### src/rtl/shift_seq_ctrl_pkg.sv
// Shared encodings and default widths for the iterative shift controller.
// Latency and backpressure: not applicable, this file holds declarations only.
package shift_seq_pkg;

   localparam int DATA_W  = 32;
   localparam int SHAMT_W = 5;

   typedef enum logic [1:0] {
      OP_SLL = 2'b00,
      OP_SRL = 2'b01,
      OP_SRA = 2'b10,
      OP_RSV = 2'b11
   } op_e;

   typedef enum logic [1:0] {
      S_IDLE = 2'b00,
      S_RUN  = 2'b01,
      S_DONE = 2'b10
   } state_e;

endpackage

### src/rtl/shift_seq_ctrl_if.sv
// Request/completion bundle between the decoder (master) and the shift controller (slave).
// Latency and backpressure: set by the slave; a request is taken only while ready_o is high.
interface shift_seq_ctrl_if #(
   parameter int DATA_W  = shift_seq_pkg::DATA_W,
   parameter int SHAMT_W = shift_seq_pkg::SHAMT_W
);
   logic               start_i;
   logic [1:0]         op_i;
   logic [DATA_W-1:0]  data_i;
   logic [SHAMT_W-1:0] shamt_i;
   logic               ready_o;
   logic               busy_o;
   logic               done_o;
   logic [DATA_W-1:0]  result_o;
   logic               err_o;

   modport master (
      output start_i, op_i, data_i, shamt_i,
      input  ready_o, busy_o, done_o, result_o, err_o
   );

   modport slave (
      input  start_i, op_i, data_i, shamt_i,
      output ready_o, busy_o, done_o, result_o, err_o
   );
endinterface

### src/rtl/shift_seq_ctrl_step.sv
// One iteration of the shifter: moves work by 2 or 1 bit in the direction given by op.
// Latency: combinational; backpressure: none.
module shift_step
   import shift_seq_pkg::*;
#(
   parameter int DATA_W = shift_seq_pkg::DATA_W
) (
   input  logic [DATA_W-1:0] work,
   input  op_e               op,
   input  logic              two_i,
   output logic [DATA_W-1:0] work_nxt
);

   always_comb begin
      work_nxt = work;
      case (op)
         OP_SLL: work_nxt = two_i ? {work[DATA_W-3:0], 2'b00}
                                  : {work[DATA_W-2:0], 1'b0};
         OP_SRL: work_nxt = two_i ? {2'b00, work[DATA_W-1:2]}
                                  : {1'b0, work[DATA_W-1:1]};
         // sign bit is taken from the current work value so each step replicates it
         OP_SRA: work_nxt = two_i ? {{2{work[DATA_W-1]}}, work[DATA_W-1:2]}
                                  : {work[DATA_W-1], work[DATA_W-1:1]};
         default: work_nxt = work;
      endcase
   end

endmodule

### src/rtl/shift_seq_ctrl.sv
// Iterative SLL/SRL/SRA unit: done_o pulses ceil(shamt/2) edges after accept (0 for shamt 0 / reserved op).
// Backpressure: ready_o low while running; a start seen then is dropped, not queued.
module shift_seq_ctrl
   import shift_seq_pkg::*;
#(
   parameter int DATA_W  = shift_seq_pkg::DATA_W,
   parameter int SHAMT_W = shift_seq_pkg::SHAMT_W
) (
   input  logic          clk_i,
   input  logic          rst_i,
   shift_seq_ctrl_if.slave bus
);

   state_e             state_q, state_d;
   op_e                op_q;
   op_e                op_in;
   logic [SHAMT_W-1:0] rem_q;
   logic [SHAMT_W-1:0] rem_nxt;
   logic [DATA_W-1:0]  work_q;
   logic [DATA_W-1:0]  work_nxt;
   logic [DATA_W-1:0]  result_q;
   logic               err_q;
   logic               ready;
   logic               accept;
   logic               immediate;
   logic               two;

   assign op_in     = op_e'(bus.op_i);
   assign ready     = (state_q != S_RUN);
   assign accept    = ready && bus.start_i;
   assign immediate = (bus.shamt_i == '0) || (op_in == OP_RSV);
   assign two       = (rem_q > SHAMT_W'(1));
   assign rem_nxt   = two ? (rem_q - SHAMT_W'(2)) : (rem_q - SHAMT_W'(1));

   shift_step #(.DATA_W(DATA_W)) u_step (
      .work     (work_q),
      .op       (op_q),
      .two_i    (two),
      .work_nxt (work_nxt)
   );

   always_ff @(posedge clk_i or negedge rst_i) begin
      if (!rst_i) begin
         state_q <= S_IDLE;
      end else begin
         state_q <= state_d;
      end
   end

   always_comb begin
      state_d = state_q;
      case (state_q)
         S_IDLE, S_DONE: begin
            if (accept) begin
               state_d = immediate ? S_DONE : S_RUN;
            end else begin
               state_d = S_IDLE;
            end
         end
         S_RUN: begin
            if (rem_nxt == '0) begin
               state_d = S_DONE;
            end
         end
         default: state_d = S_IDLE;
      endcase
   end

   // err_q is rewritten every edge so it is high only in the DONE cycle of a reserved op
   always_ff @(posedge clk_i or negedge rst_i) begin
      if (!rst_i) begin
         op_q     <= OP_SLL;
         rem_q    <= '0;
         work_q   <= '0;
         result_q <= '0;
         err_q    <= 1'b0;
      end else begin
         err_q <= 1'b0;
         if (accept) begin
            op_q   <= op_in;
            work_q <= bus.data_i;
            rem_q  <= bus.shamt_i;
            err_q  <= (op_in == OP_RSV);
            if (immediate) begin
               result_q <= bus.data_i;
            end
         end else if (state_q == S_RUN) begin
            work_q <= work_nxt;
            rem_q  <= rem_nxt;
            if (rem_nxt == '0) begin
               result_q <= work_nxt;
            end
         end
      end
   end

   assign bus.ready_o  = ready;
   assign bus.busy_o   = (state_q == S_RUN);
   assign bus.done_o   = (state_q == S_DONE);
   assign bus.result_o = result_q;
   assign bus.err_o    = err_q;

endmodule

### src/flat_wrapper.sv
// flat-port wrapper written by rule: the top's interface ports become plain ports
module shift_seq_ctrl_flat import shift_seq_pkg::*;
#(
   parameter int DATA_W  = shift_seq_pkg::DATA_W,
   parameter int SHAMT_W = shift_seq_pkg::SHAMT_W
)
  (clk_i, rst_i, bus_start_i, bus_op_i, bus_data_i, bus_shamt_i, bus_ready_o, bus_busy_o, bus_done_o, bus_result_o, bus_err_o);
  shift_seq_ctrl_if #(.DATA_W(DATA_W), .SHAMT_W(SHAMT_W)) bus_i ();
  input  logic clk_i;
  input  logic rst_i;
  input wire logic [$bits(bus_i.start_i)-1:0] bus_start_i;
  input wire logic [$bits(bus_i.op_i)-1:0] bus_op_i;
  input wire logic [$bits(bus_i.data_i)-1:0] bus_data_i;
  input wire logic [$bits(bus_i.shamt_i)-1:0] bus_shamt_i;
  output wire logic [$bits(bus_i.ready_o)-1:0] bus_ready_o;
  output wire logic [$bits(bus_i.busy_o)-1:0] bus_busy_o;
  output wire logic [$bits(bus_i.done_o)-1:0] bus_done_o;
  output wire logic [$bits(bus_i.result_o)-1:0] bus_result_o;
  output wire logic [$bits(bus_i.err_o)-1:0] bus_err_o;
  assign bus_i.start_i = bus_start_i;
  assign bus_i.op_i = bus_op_i;
  assign bus_i.data_i = bus_data_i;
  assign bus_i.shamt_i = bus_shamt_i;
  assign bus_ready_o = bus_i.ready_o;
  assign bus_busy_o = bus_i.busy_o;
  assign bus_done_o = bus_i.done_o;
  assign bus_result_o = bus_i.result_o;
  assign bus_err_o = bus_i.err_o;
  shift_seq_ctrl #(.DATA_W(DATA_W), .SHAMT_W(SHAMT_W)) u_core (.clk_i(clk_i), .rst_i(rst_i), .bus(bus_i));
endmodule
### config.mk
export PLATFORM = sky130hd
export DESIGN_NAME = shift_seq_ctrl_flat
export DESIGN_NICKNAME = d
export VERILOG_FILES = /design/src/rtl/shift_seq_ctrl_pkg.sv /design/src/rtl/shift_seq_ctrl_if.sv /design/src/rtl/shift_seq_ctrl_step.sv /design/src/rtl/shift_seq_ctrl.sv /design/src/flat_wrapper.sv
export SDC_FILE = /design/constraint.sdc
export NUM_CORES = 1
export LEC_CHECK = 0
export CAP_MARGIN = 20
export CORE_MARGIN = 5
export CORE_UTILIZATION = 34
export DETAILED_ROUTE_END_ITERATION = 12
export GPL_ROUTABILITY_DRIVEN = 0
export GPL_TIMING_DRIVEN = 0
export SYNTH_ARGS = -nofsm -noshare
export SYNTH_HDL_FRONTEND = slang
export SYNTH_SLANG_ARGS = --single-unit
### constraint.sdc
create_clock -name clk_i -period 2.6 [get_ports clk_i]
set_input_delay 0.52 -clock clk_i [delete_from_list [all_inputs] [get_ports clk_i]]
set_output_delay 0.52 -clock clk_i [all_outputs]
set_load 0.01 [all_outputs]
* Word-level counts from Yosys, hierarchy flattened
Cells that the tools add are included.
Word-level totals: register bits 74, input port bits 42, output and inout port bits 36, word-level logic and storage cells 45
Cells by class: add/sub/neg operators 2, $lt $le $gt $ge 1, eq/ne operators 8, muxes and demuxes 18, reduce and logical (&&, ||, !) cells 10
Operators by type and width (count):
- 32-bit 2-to-1 mux | 7
- 32-bit case mux with 3 select lines | 1
- 31-bit 2-to-1 mux | 1
- 30-bit 2-to-1 mux | 1
- 5-bit 2-to-1 mux | 3
- 5-bit logical NOT | 2
- 2-bit == test, second input constant | 3
- 2-bit 2-to-1 mux | 3
- 5-bit by 1-bit > comparator with 1-bit output, second input constant | 1
- 5-bit by 1-bit subtractor with 5-bit output, second input constant | 1
- 5-bit by 2-bit subtractor with 5-bit output, second input constant | 1
- 2-bit by 1-bit == test with 1-bit output, second input constant | 2
- 2-bit logical NOT | 2
- 2-bit by 1-bit inequality test with 1-bit output, second input constant | 2
- 2-bit case mux with 2 select lines | 1
- 2-bit nonzero test | 2
- 3-bit AND reduction | 1
- 2-bit inequality test, second input constant | 1
- 2-bit OR reduction | 1
- 1-bit logical AND | 1
- 1-bit logical OR | 1
- 1-bit 2-to-1 mux | 1

* Depth between registers and ports, before layout
Gate-level depths: netlist of run 1.
depth after elaboration 6, gate-level depth with buffers 10

* By module
A second synthesis of run 1 with hierarchy kept.
Unflattened totals: cell total of the unflattened synthesis 569, area, all modules 5233.8 sq um
Modules (own cells, without submodules):
- shift_seq_ctrl | times used 1, cells an instance 392, area each 3956.3 sq um
- shift_step | times used 1, cells an instance 177, area each 1277.5 sq um

* Worst setup path after synthesis of run 1
No wires, ideal clock.
kind register to register, start register u_core.rem_q[1], end register u_core.result_q[11], in the netlist u_core.bus.result_o[11], library setup time 0.128 ns, arrival time 2.221 ns, required time 2.472 ns, slack 0.251 ns, cell stages (with the launch flop) 10, path buffers 1, path through dfrtp_1 > inv_1 > ha_1 > a21bo_2 > a21oi_1 > mux2i_1 > o221ai_2 > o21ai_4 > buf_4 > mux2_1
On the way: cells in the longest elaborated chain, start to end 6, elaborated cells between the ends (all ways) 14, those cells by class 2 x add/sub; 1 x order compare; 8 x mux; 3 x reduce/logical
RTL lines:
- start, declared | RTL line shift_seq_ctrl.sv:17 | logic [SHAMT_W-1:0] rem_q;
- start signal, assigned | RTL line shift_seq_ctrl.sv:82 | rem_q <= bus.shamt_i;
- start signal, assigned | RTL line shift_seq_ctrl.sv:89 | rem_q <= rem_nxt;
- 5-bit by 1-bit > comparator with 1-bit output | RTL line shift_seq_ctrl.sv:32 | assign two = (rem_q > SHAMT_W'(1));
- 30-bit 2-to-1 mux (tied with other cells) | RTL line shift_seq_ctrl_step.sv:22 | OP_SRA: work_nxt = two_i ? {{2{work[DATA_W-1]}}, work[DATA_W-1:2]}
- 32-bit case mux with 3 select lines | RTL line shift_seq_ctrl_step.sv:16 | case (op)
- 32-bit 2-to-1 mux | RTL line shift_seq_ctrl.sv:90 | if (rem_nxt == '0) begin
- 32-bit 2-to-1 mux | RTL line shift_seq_ctrl.sv:87 | end else if (state_q == S_RUN) begin
- 32-bit 2-to-1 mux | RTL line shift_seq_ctrl.sv:79 | if (accept) begin
- end signal, assigned | RTL line shift_seq_ctrl.sv:85 | result_q <= bus.data_i;
- end signal, assigned | RTL line shift_seq_ctrl.sv:91 | result_q <= work_nxt;
- end, declared | RTL line shift_seq_ctrl.sv:21 | logic [DATA_W-1:0] result_q;
Several ways; a longest one is shown, not always the timed one. The select of a mux whose other input is x is not followed. A chain may end at the register's enable or synchronous reset.

* Final worst setup path of run 1
start register u_core.rem_q[0], end register u_core.result_q[26], in the netlist u_core.bus.result_o[26]
Same word-level chain as after synthesis.

==> results of run 1 <==
-- power by group through the flow --
stage                     Combinational (W)  Sequential, W  Clock [W]
after floorplan                     0.00320        0.00234          0
after global placement              0.00480        0.00239          0
after detailed placement            0.00488        0.00241          0
after CTS                           0.00495        0.00241    0.00139
after global routing                0.00562        0.00252    0.00144
final                               0.00510        0.00243    0.00137
-- kinds of logic (layout without fill, tap and decap cells) --
group                      after synthesis  after routing  share of synthesized area (%)
AOI/OAI and AO/OA                      152            152                          20.33
and+or+nand+nor                        136            136                          12.86
muxes                                   88             88                          19.69
DFF                                     74             74                          39.65
buffers and inverters                   61            161                          5.652
adders and majority gates                4              4                          1.072
xor gates and xnor gates                 4              4                         0.7502
-- layout make-up --
class | count | area share [%]
Buffer | 38 | 3.073
Inverter | 22 | 1.343
Tap cell | 176 | 3.582
Clock inverter | 6 | 1.445
Clock buffer | 10 | 3.888
Timing Repair Buffer | 85 | 14.09
Multi-Input combinational cell | 384 | 42.42
Sequential cell | 74 | 30.16
-- metrics by stage --
| stage | setup slack, ns | setup TNS [ns] | cell area, um^2 | hold WS (ns) |
|---|---|---|---|---|
| after CTS | -0.002157 | -0.003548 | 6033 | 0.1401 |
| after global routing | 0.01069 | 0 | 6147 | 0.1528 |
| after global placement | -1.665 | -125.93 | 5652 | 0.4745 |
| after detailed placement | -0.2257 | -3.550 | 5677 | 0.4737 |
| final | 0.1407 | 0 | 6147 | 0.1180 |
| after floorplan | 0.2512 | 0 | 4671 | 0.2244 |
-- how the worst max path moves through the flow --
| stage | endpoint | cells past startpoint | startpoint | slack, ns |
|---|---|---|---|---|
| after floorplan | u_core.bus.result_o[11] | 9 | u_core.rem_q[1] | 0.25 |
| after global placement | u_core.bus.result_o[21] | 1 | rst_i | -1.66 |
| after detailed placement | u_core.bus.result_o[9] | 7 | bus_shamt_i[3] | -0.23 |
| after CTS | u_core.bus.result_o[9] | 8 | u_core.rem_q[0] | -0.002 |
| after global routing | u_core.bus.result_o[3] | 9 | u_core.rem_q[2] | 0.01 |
| final | u_core.bus.result_o[26] | 8 | u_core.rem_q[0] | 0.14 |
-- timing repair --
| item | CTS | global route |
|---|---|---|
| endpoints found under the setup margin | 25 | 44 |
| pin swaps | 1 | 3 |
| gates cloned | 0 | 1 |
| setup buffers | 2 | 5 |
| resized for setup | 6 | 15 |
-- metal layers --
layer / share of wire (%) / global-route usage, % / vias up
li1: - / - / 2065
met1: 44 / 25.09 / 2165
met2: 47 / 28.46 / 212
met3: 6.9 / 4.508 / 36
met4: 2.5 / 5.931 / 0
met5: 0 / 0 / -
-- flip-flops by register name (all words and copies together) (netlist names) --
register	cells
u_core.bus.result_o	32
u_core.work_q	32
u_core.rem_q	5
u_core.op_q	2
u_core.state_q	2
u_core.bus.err_o	1
-- critical path: cells and delay by family (launching register included) --
kind	cells	cell delay, ns
compound gates	3	0.75
flops	1	0.48
mux	1	0.31
buf+inv	1	0.28
fa+ha+maj	1	0.26
simple gates	2	0.26
-- cell usage in the layout (no fill, tap or decap), types with 4 or more instances in the layout --
cell type | Yosys | routed
clkbuf_1 | 22 | 22
o211ai_1 | 6 | 6
nor2_1 | 17 | 17
buf_4 | 3 | 7
nor2b_1 | 5 | 4
inv_1 | 20 | 19
a2bb2oi_1 | 5 | 5
buf_2 | 13 | 10
nand2b_1 | 4 | 4
o21ai_0 | 64 | 64
mux2_2 | 18 | 18
nand3_1 | 14 | 14
a21oi_1 | 25 | 24
a221oi_1 | 5 | 5
clkbuf_16 | 0 | 9
mux2i_1 | 57 | 57
clkdlybuf4s50_1 | 0 | 75
mux2_1 | 13 | 13
dfrtp_1 | 74 | 72
o22ai_1 | 16 | 16
nand2_1 | 79 | 79
and3_1 | 4 | 4
==> metrics.md, run 1 <==
| Metric | Value |
|---|---|
| Area leader, netlist | dfrtp_1 |
| Sw Pwr | 0.003902 W |
| Initial antenna violation count | 0 |
| Layout area overhead | 31.61% |
| Share of cells above drive strength 1 | 12.44% |
| Crit path max-delay cell type | dfrtp_1 |
| Routed Antenna Nets | 0 |
| Worst slew margin | 40.78% |
| Final hold violation count | 0 |
| Int Pwr | 0.004999 W |
| Internal reg-to-reg setup slack | 0.14 ns |
| Core Util, Final | 46.05% |
| Overall Power | 0.008900 W |
| Synth Warn # | 0 |
| Largest fanout on the critical path | 10 |
| Clock skew | 0.006402 ns |
| Register area | 1854 um^2 |
| First-pass GRT wire length | 23.48 mm |
| WP data arrival | 2.68 ns |
| Vias | 4478 |
| Cell Rows | 42 |
| Post-synthesis cell type count | 55 |
| Vias in the first global route | 4281 |
| Syn_nets | 565 |
| Wire per inst | 18.56 um |
| FF-to-FF End | u_core.bus.result_o[26] |
| DRT iter0 DRCs | 326 |
| Post-route insts no fill | 795 |
| Reg2reg path depth | 8 |
| Residual DRC | 0 |
| Start of the worst register-to-register path | u_core.rem_q[0] |
| Number of synthesized register bits | 74 |
| Crit path capture type | flip-flop |
| # H-tree levels | 3 |
| Vert. Die Dim | 127.2 um |
| Chip width | 127.2 um |
| Area contributors post-synth | dfrtp_1 40%, mux2i_1 12%, o21ai_0 6.9% |
| VDD IR-drop max | 0.0005442 V |
| Clock root buffer | clkbuf_16 |
| Post-Syn Area | 4671 um^2 |
| Register area share after synthesis | 39.65% |
| Clock buffer depth | 2 |
| Diodes inserted | 0 |
| Top cell type's share of synthesized area | 39.65% |
| Final setup fails | 0 |
| WL final | 14.76 mm |
| Worst Tran Pin Value | 0.8852 ns |
| Net Sw Frac | 43.84% |
| Status | finished, final reports clean |
| Largest net degree at the start of global routing | 44 |
| Min-delay worst type | input pin to asynchronous set/reset pin |
| Via density | 5.633 |
| Total I/O pin count | 78 |
| Avg Cell Area, Syn | 8.999 um^2 |
| Asr flop ratio synth | 100.0% |
| Max stage delay on crit path | 0.48 ns |
| Skew-Pair Late Insertion Delay | 0.34 ns |
| Post-synth EDFFs | 0 |
| Critical path, cell by cell | ha_1, nor2b_2, o21ai_4, clkbuf_4, nor2_1, a221oi_1, o21ai_0, mux2_1 |
| GR Util All Layers | 18.29% |
| Kind of critical path | flip-flop to flip-flop |
| Synth Instances | 519 |
| GR Overflow Total | 0 |
| Seq pwr share | 27.3% |
| Leakage | 2.570 nW |
| Combinational Power Share | 57.3% |
| Area of the multi-input gates | 2608 um^2 |
| RSZ-0062 raised after global routing | false |
| Startpoint Class | flip-flop |
| Tcrit/Tclk final | 94.59% |
| Most frequent cell after synthesis | nand2_1 |
| Cts bufs inserted | 9 |
| Pwr Density | 1448 nW/um^2 |
| DP HPWL | 10.73 mm |
| Clock share of power | 15.4% |
| CP Data Required Time | 2.82 ns |
| CTS tree | yes |
| Peak Freq | 406.6 MHz |
| Total placed cells including tap cells | 772 |
| Pre-Repair DR Iteration Count | 6 |
| Die ar. | 16180 um^2 |
| Core Area | 13350 um^2 |
| CTS clk-pin slew, worst paths | 0.06 ns |
| Net count, final | 660 |
| Fillers | 1314 |
| CTS Hold Bufs | 0 |
| Port Buf Inserts | 76 |
| Slew Viols, Final | 0 |
| Max Cap Viol | 0 |
| Clk sinks | 74 |
| Tmin final | 2.459 ns |
| Dominant synthesized flop cell | dfrtp_1 |
| Commonest cells post-synth | 79 x nand2_1, 74 x dfrtp_1, 64 x o21ai_0 |
| Initial core utilization | 34.99% |
Note: power is estimated with default switching activity, not from simulation.
==> inputs of run 2 (changes only) <==
--- a/config.mk
+++ b/config.mk
@@ -5,12 +5,14 @@
 export SDC_FILE = /design/constraint.sdc
 export NUM_CORES = 1
 export LEC_CHECK = 0
+export ABC_CLOCK_PERIOD_IN_PS = 2600
 export CAP_MARGIN = 20
 export CORE_MARGIN = 5
 export CORE_UTILIZATION = 34
 export DETAILED_ROUTE_END_ITERATION = 12
 export GPL_ROUTABILITY_DRIVEN = 0
 export GPL_TIMING_DRIVEN = 0
+export PLACE_DENSITY = 0.67
 export SYNTH_ARGS = -nofsm -noshare
 export SYNTH_HDL_FRONTEND = slang
 export SYNTH_SLANG_ARGS = --single-unit
==> run 2 against run 1 <==
  * Combinational power about the same
  * Via count up 0.40%
  * Design area down 1.3%
  * Largest power group unchanged
==> metrics.md, run 2 (synthesized netlist as in run 1, its figures left out) <==
| Metric | Value |
|---|---|
| Status | finished, final reports clean |
| Most frequent cells in the layout | 79 x nand2_1, 75 x clkdlybuf4s50_1, 72 x dfrtp_1 |
| Top Usage Layer GRT | met2 |
| Port Buf Inserts | 76 |
| Crit path capture type | flip-flop |
| Die ar. | 16180 um^2 |
| VDD IR-drop max | 0.0004995 V |
| WL final | 15.08 mm |
| Wire per inst | 19.04 um |
| GR Util All Layers | 18.54% |
| Grt met3 use | 5.509% |
| Pre-Repair DR Iteration Count | 5 |
| Kind of critical path | flip-flop to flip-flop |
| Chip width | 127.2 um |
| Total I/O pin count | 78 |
| Leakage | 2.538 nW |
| Final setup fails | 0 |
| Clock buffer depth | 2 |
| Cts bufs inserted | 9 |
| Setup WS pre-CTS | -0.1490 ns |
| DP HPWL | 10.72 mm |
| Global Route met2 Usage | 29.48% |
| Startpoint Class | flip-flop |
| Via density | 5.677 |
| Setup TNS | 0 ns |
| Core Area | 13350 um^2 |
| Pwr Density | 1452 nW/um^2 |
| Skew-Pair Late Insertion Delay | 0.35 ns |
| Initial antenna violation count | 0 |
| Clock root buffer | clkbuf_16 |
| Vert. Die Dim | 127.2 um |
| Largest net degree at the start of global routing | 47 |
| Cell Rows | 42 |
| DRT iter0 DRCs | 547 |
| Total placed cells including tap cells | 772 |
| Int Pwr | 0.004845 W |
| Initial core utilization | 34.99% |
| Routed Antenna Nets | 0 |
| CTS tree | yes |
| Largest fanout on the critical path | 10 |
| Seq pwr share | 27.7% |
| Worst setup margin | 0.08495 ns |
| Share of cells above drive strength 1 | 12.01% |
| Clock skew | 0.006741 ns |
| Vias | 4496 |
| Peak Freq | 397.6 MHz |
| Worst slew margin | 47.49% |
| # H-tree levels | 3 |
| Most common cell after layout, fill and taps aside | nand2_1 |
| GR Overflow Total | 0 |
| Clk sinks | 74 |
| CTS Hold Bufs | 0 |
| Final hold violation count | 0 |
| Tmin final | 2.515 ns |
| Net count, final | 657 |
| Min-delay worst type | input pin to asynchronous set/reset pin |
| Combinational Power Share | 58.2% |
| Worst Tran Pin Value | 0.7849 ns |
| Vias in the first global route | 4432 |
| Diodes inserted | 0 |
| Slew Viols, Final | 0 |
| Post-route insts no fill | 792 |
| Core Util, Final | 45.44% |
| Max Cap Viol | 0 |
| Internal reg-to-reg setup slack | 0.08 ns |
| WP data arrival | 2.74 ns |
| Sw Pwr | 0.003961 W |
| Net Sw Frac | 44.98% |
| Residual DRC | 0 |
| Tcrit/Tclk final | 96.73% |
| CTS clk-pin slew, worst paths | 0.06 ns |
| Clock share of power | 14.1% |
| WHS | 0.1052 ns |
| CP Data Required Time | 2.83 ns |
| First-pass GRT wire length | 23.82 mm |
| Met1 Usage GRT | 24.36% |
| Layout area overhead | 29.87% |
-- run 2: changes by cell type in the layout (fill, tap and decap cells not counted), moves of 2 or more --
cell	delta
buf_2	+3
clkbuf_4	-3
buf_6	-2
clkinv_2	+2
-- run 2: per-layer routing --
layer	vias to the layer above	wire length, um
met2	241	7041
met1	2160	6484
met5	-	0
met4	0	346
met3	45	1205
li1	2050	-
-- run 2: metrics by stage --
stage	cell area (um^2)	total power (W)
after floorplan	4671	0.005544
after global placement	5652	0.007157
after detailed placement	5677	0.007310
after CTS	6010	0.008647
after global routing	6066	0.009401
final	6066	0.008806
-- run 2: what timing repair did --
action	in CTS	in global routing
endpoints found under the setup margin	18	35
pin swaps	1	3
gates resized for setup	6	9
setup buffers	2	3
-- run 2: final timing paths --
path,from,to,cells after the start
max,u_core.rem_q[0],u_core.bus.result_o[27],9
min,rst_i,u_core.bus.err_o,1
max reg2reg,u_core.rem_q[0],u_core.bus.result_o[27],9
min reg2reg,u_core.bus.result_o[3],u_core.bus.result_o[3],1
max in group asynchronous,rst_i,u_core.work_q[2],2
min in group clk_i,u_core.bus.result_o[3],u_core.bus.result_o[3],1
-- run 2: power by group through the flow --
| stage | sequential [W] | combinational (W) | clock, W |
|---|---|---|---|
| 6_report | 0.00244 | 0.00513 | 0.00125 |
| 5_1_grt | 0.00251 | 0.00557 | 0.00133 |
| 4_1_cts | 0.00241 | 0.00497 | 0.00127 |
| 3_5_place_dp | 0.00241 | 0.00490 | 0 |
| 3_3_place_gp | 0.00239 | 0.00477 | 0 |
| 2_1_floorplan | 0.00234 | 0.00320 | 0 |
-- run 2: cell type report --
class | instances | area, um^2
buffer | 38 | 182.7
clock buffer | 9 | 225.2
clock inverter | 7 | 68.82
fill | 1296 | 7282
inverter | 22 | 85.08
multi-input combinational | 384 | 2594
sequential | 74 | 1854
tap | 176 | 220.2
timing repair buffer | 82 | 835.8
-- run 2: worst max-delay path, cell delays in order (launching register included) --
cell and delay, ns:
dfrtp_1 0.51, ha_1 0.21, nor2b_1 0.34, o21ai_2 0.16, and3_1 0.23, o221ai_2 0.24, o21ai_4 0.11, buf_12 0.15
buf_8 0.14, mux2_1 0.31
